<file path="src/rtl/fetch_sequencer.sv">
// Program-counter controller for the instruction ROM: start/done handshake,
// stall / absolute-jump / relative-branch redirects and a saturating run-cycle counter.
module fetch_sequencer #(
  parameter int unsigned       D          = 10,
  parameter logic [D-1:0]      START_ADDR = '0,
  parameter int unsigned       OFS_W      = 8,
  parameter int unsigned       CT_W       = 16
) (
  input  logic                    clk,
  input  logic                    reset,
  input  logic                    start,
  input  logic                    stall,
  input  logic                    halt,
  input  logic                    abs_jump,
  input  logic                    rel_jump,
  input  logic                    taken,
  input  logic [D-1:0]            target,
  input  logic signed [OFS_W-1:0] offset,
  output logic [D-1:0]            prog_ctr,
  output logic                    instr_valid,
  output logic                    done,
  output logic [CT_W-1:0]         cycle_ct
);

  typedef enum logic [1:0] {
    S_IDLE = 2'd0,
    S_RUN  = 2'd1,
    S_DONE = 2'd2
  } state_t;

  state_t state;
  logic   start_q;

  function automatic logic [CT_W-1:0] sat_inc(input logic [CT_W-1:0] ct);
    return (&ct) ? ct : ct + CT_W'(1);
  endfunction

  // Sign-extend the offset to D bits; the add then wraps modulo 2**D in both directions.
  function automatic logic [D-1:0] rel_target(input logic [D-1:0] pc,
                                              input logic signed [OFS_W-1:0] ofs);
    logic signed [D-1:0] ext;
    ext = D'(ofs);
    return pc + $unsigned(ext);
  endfunction

  assign instr_valid = (state == S_RUN);

  always_ff @(posedge clk) begin
    if (reset) begin
      state    <= S_IDLE;
      start_q  <= 1'b0;
      prog_ctr <= '0;
      done     <= 1'b0;
      cycle_ct <= '0;
    end else begin
      start_q <= start;
      case (state)
        S_IDLE: begin
          prog_ctr <= START_ADDR;
          // Run begins on the falling edge of the host start level.
          if (start_q && !start) begin
            state    <= S_RUN;
            cycle_ct <= '0;
          end
        end
        S_RUN: begin
          cycle_ct <= sat_inc(cycle_ct);
          if (stall) begin
            prog_ctr <= prog_ctr;
          end else if (halt) begin
            state <= S_DONE;
            done  <= 1'b1;
          end else if (abs_jump && taken) begin
            prog_ctr <= target;
          end else if (rel_jump && taken) begin
            prog_ctr <= rel_target(prog_ctr, offset);
          end else if (&prog_ctr) begin
            state <= S_DONE;
            done  <= 1'b1;
          end else begin
            prog_ctr <= prog_ctr + D'(1);
          end
        end
        S_DONE: begin
          if (start) begin
            state    <= S_IDLE;
            done     <= 1'b0;
            prog_ctr <= START_ADDR;
          end
        end
        default: begin
          state <= S_IDLE;
          done  <= 1'b0;
        end
      endcase
    end
  end

endmodule

</file>
<file path="config.mk">
export PLATFORM = sky130hd
export DESIGN_NAME = fetch_sequencer
export DESIGN_NICKNAME = d
export VERILOG_FILES = /design/src/rtl/fetch_sequencer.sv
export SDC_FILE = /design/constraint.sdc
export NUM_CORES = 1
export LEC_CHECK = 0
export CORE_MARGIN = 2
export CORE_UTILIZATION = 49
export DETAILED_ROUTE_END_ITERATION = 16
export PLACE_DENSITY = 0.93
export SYNTH_ARGS = -nofsm -noshare
export SYNTH_HDL_FRONTEND = slang
export SYNTH_SLANG_ARGS = --single-unit
</file>
<file path="constraint.sdc">
create_clock -name clk -period 6.4 [get_ports clk]
set_clock_uncertainty 0.1 [all_clocks]
set_input_delay 1.6 -clock clk [delete_from_list [all_inputs] [get_ports clk]]
set_output_delay 1.6 -clock clk [all_outputs]
set_load 0.05 [all_outputs]
</file>
==> out/summary.txt <==
Status = finished clean
Overflow after GRT = 0
Core region area = 3744 µm²
Top area cells in the synthesized netlist = dfxtp_1, ha_1, nand2_1, a21oi_1, nor2_1
Clock root cell = clkbuf_8
CTS tree = yes
# setup viols final = 0
Antenna cell count = 0
Via density = 5.621
CP Max Fanout = 11
# H-tree levels = 2
FFs w/ async S/R, synth = 0%
DR DRC count = 0
Synth warn = 0
Pwr Density = 196.3 nW/µm²
Sequential share of the synthesized area = 30.69%
Wirelength, routed = 4699 µm
Commonest non-fill, non-tap cell in the layout = clkdlybuf4s50_1
Fill count = 319
Area delta synth->final = 35.29%
Starting density of the core = 52.27%
Global Route Usage Sum = 22.00%
#FFs+latches synth = 30
Yosys top cell area share = 30.69%
Clk_lat worst skew = 280 ps
Longest Clk Path Bufs = 2
Drt wl/cell = 13.70 µm
Netlist Area Pre-Place = 1957 µm²
Worst Path Required = 6460 ps
R2r worst-path depth = 7
Nets@finish = 331
Drt pass-1 iters = 4
Final critical path time including I/O delays and setup = 3936 ps
Post-CTS setup buffers = 0
Setup TNS = 0 ps
CTS clk-pin slew, worst paths = 70 ps
# clock sinks = 30
Num rows = 22
Initial drt markers = 103
Io pins = 54
Worst Hold Class = reg2reg
Final hold vios = 0
Vias = 1928
Die Y-Extent = 67.20 µm
CTS buffer count = 5
RSZ-0062 raised after global routing = no
Largest net degree at the start of global routing = 18
Die width = 67.20 µm
Worst Path Arrival = 4000 ps
Most frequent cells in the layout = clkdlybuf4s50_1, dfxtp_1, nand2_1, nor2_1, a21oi_1
First-pass GRT wire length = 7562 µm
Vias in the first global route = 1756
Post-CTS Hold Buffers = 0
DRT antenna net count = 0
Netlist cell types = 49
FMAX = 254.1 MHz
Post-CTS Resized = 0
Predominant post-synthesis flop cell = dfxtp_1
Ratio of cells with drive above 1 in the final layout = 5.424%
Initial antenna violation count = 0
Max-cap viol count = 0
Worst slew margin = 44.70%
Post-Syn Instances = 243
Post-synth EDFFs = 0
Pin slew with the least headroom to its limit = 827.9 ps
Port bufs = 53
Post-DP HPWL = 3513 µm
Die area = 4515 µm²
Final Cycle Share = 61.50%
CP startpoint kind = input pin
LEAKAGE = 0.001012 µW
Final slew viol count = 0
Syn Nets = 280
Power Total = 519.6 µW
Crit Path Class = in2reg
Synth Area per Inst = 8.053 µm²
Synth area leader = dfxtp_1
Final GP Congestion = 0.9070
CP endpoint kind = flop
Peak VDD IR = 0.1329 mV
Worst hold stages = 2
==> cell type report <==
cell class	count	area (µm²)	area share [%]
Tap cell	48	60.06	2.268
Sequential cell	30	600.6	22.68
Clock inverter	2	60.06	2.268
Clock buffer	6	82.58	3.119
Multi-Input combinational cell	197	1287	48.63
Inverter	7	26.28	0.9924
Timing Repair Buffer	53	530.5	20.04
==> state kept, by name (all words and copies together) (netlist names) <==
signal / flops
done: 1
state: 2
start_q: 1
cycle_ct: 16
prog_ctr: 10
==> layer usage <==
| metal | track usage [%] | vias up | routed length, µm |
|---|---|---|---|
| met5 | 0 | - | 0 |
| met4 | 8.929 | 0 | 85 |
| met3 | 4.333 | 9 | 269 |
| met2 | 39.98 | 63 | 2323 |
| met1 | 25.08 | 875 | 2020 |
| li1 | - | 981 | - |
==> final timing paths <==
path | startpoint | to | slack, ps
setup / recovery | taken | prog_ctr[8] | 2460
hold / removal | prog_ctr[5] | prog_ctr[5] | 400
setup reg to reg | prog_ctr[0] | prog_ctr[8] | 4170
hold reg to reg | prog_ctr[5] | prog_ctr[5] | 400
==> stage by stage <==
stage	instance area [µm²]	std cells	setup WS [ps]	hold WS [ps]	utilization (%)
5_1_grt	2648	343	2372	426.1	70.72
6_report	2648	343	2464	396.6	70.72
2_1_floorplan	1957	243	2827	512.4	-
3_5_place_dp	2505	335	2251	387.5	66.91
4_1_cts	2648	343	2476	399.1	70.72
3_3_place_gp	2505	335	2315	375.2	66.91
==> power breakdown <==
group / total [µW] / internal (µW) / switching, µW
Sequential: 196 / 191 / 5.65
Combinational: 83.7 / 37.6 / 46.1
Clock: 240 / 166 / 73.7
==> worst max-delay path, cell delays in order <==
cell	delay [ps]
clkdlybuf4s50_1	610
nand3b_1	120
ha_1	220
fa_1	430
a211oi_1	310
o21bai_1	150
a21oi_1	240
mux2i_1	240
o31ai_1	80
==> cell usage after synthesis (all sizes together), types with 2 or more instances <==
cell    count
ha         10
nand2      29
a21oi      23
clkbuf      7
a41oi       2
nand3       7
xor2        7
o21ai      13
a211o       2
a31oi       2
and2        3
inv         7
a22oi       2
a21o        3
nand3b      3
o21bai      3
o31ai       4
a211oi      3
nor3b       2
a221oi      2
nor3        2
and4        5
o22ai       2
xnor2       8
nand4       3
or3         4
nand2b      6
and3        8
mux2i       3
dfxtp      30
buf         2
nor2       24
==> logic make-up after synthesis <==
family | after synthesis | share of synthesized area [%]
flops | 30 | 30.69
buf+inv | 16 | 3.517
xor+xnor | 15 | 6.714
fa+ha+maj | 11 | 7.417
mux | 4 | 2.110
compound gates | 68 | 22.89
simple gates | 99 | 26.66
No activity file was read; power rests on OpenSTA's default activity.
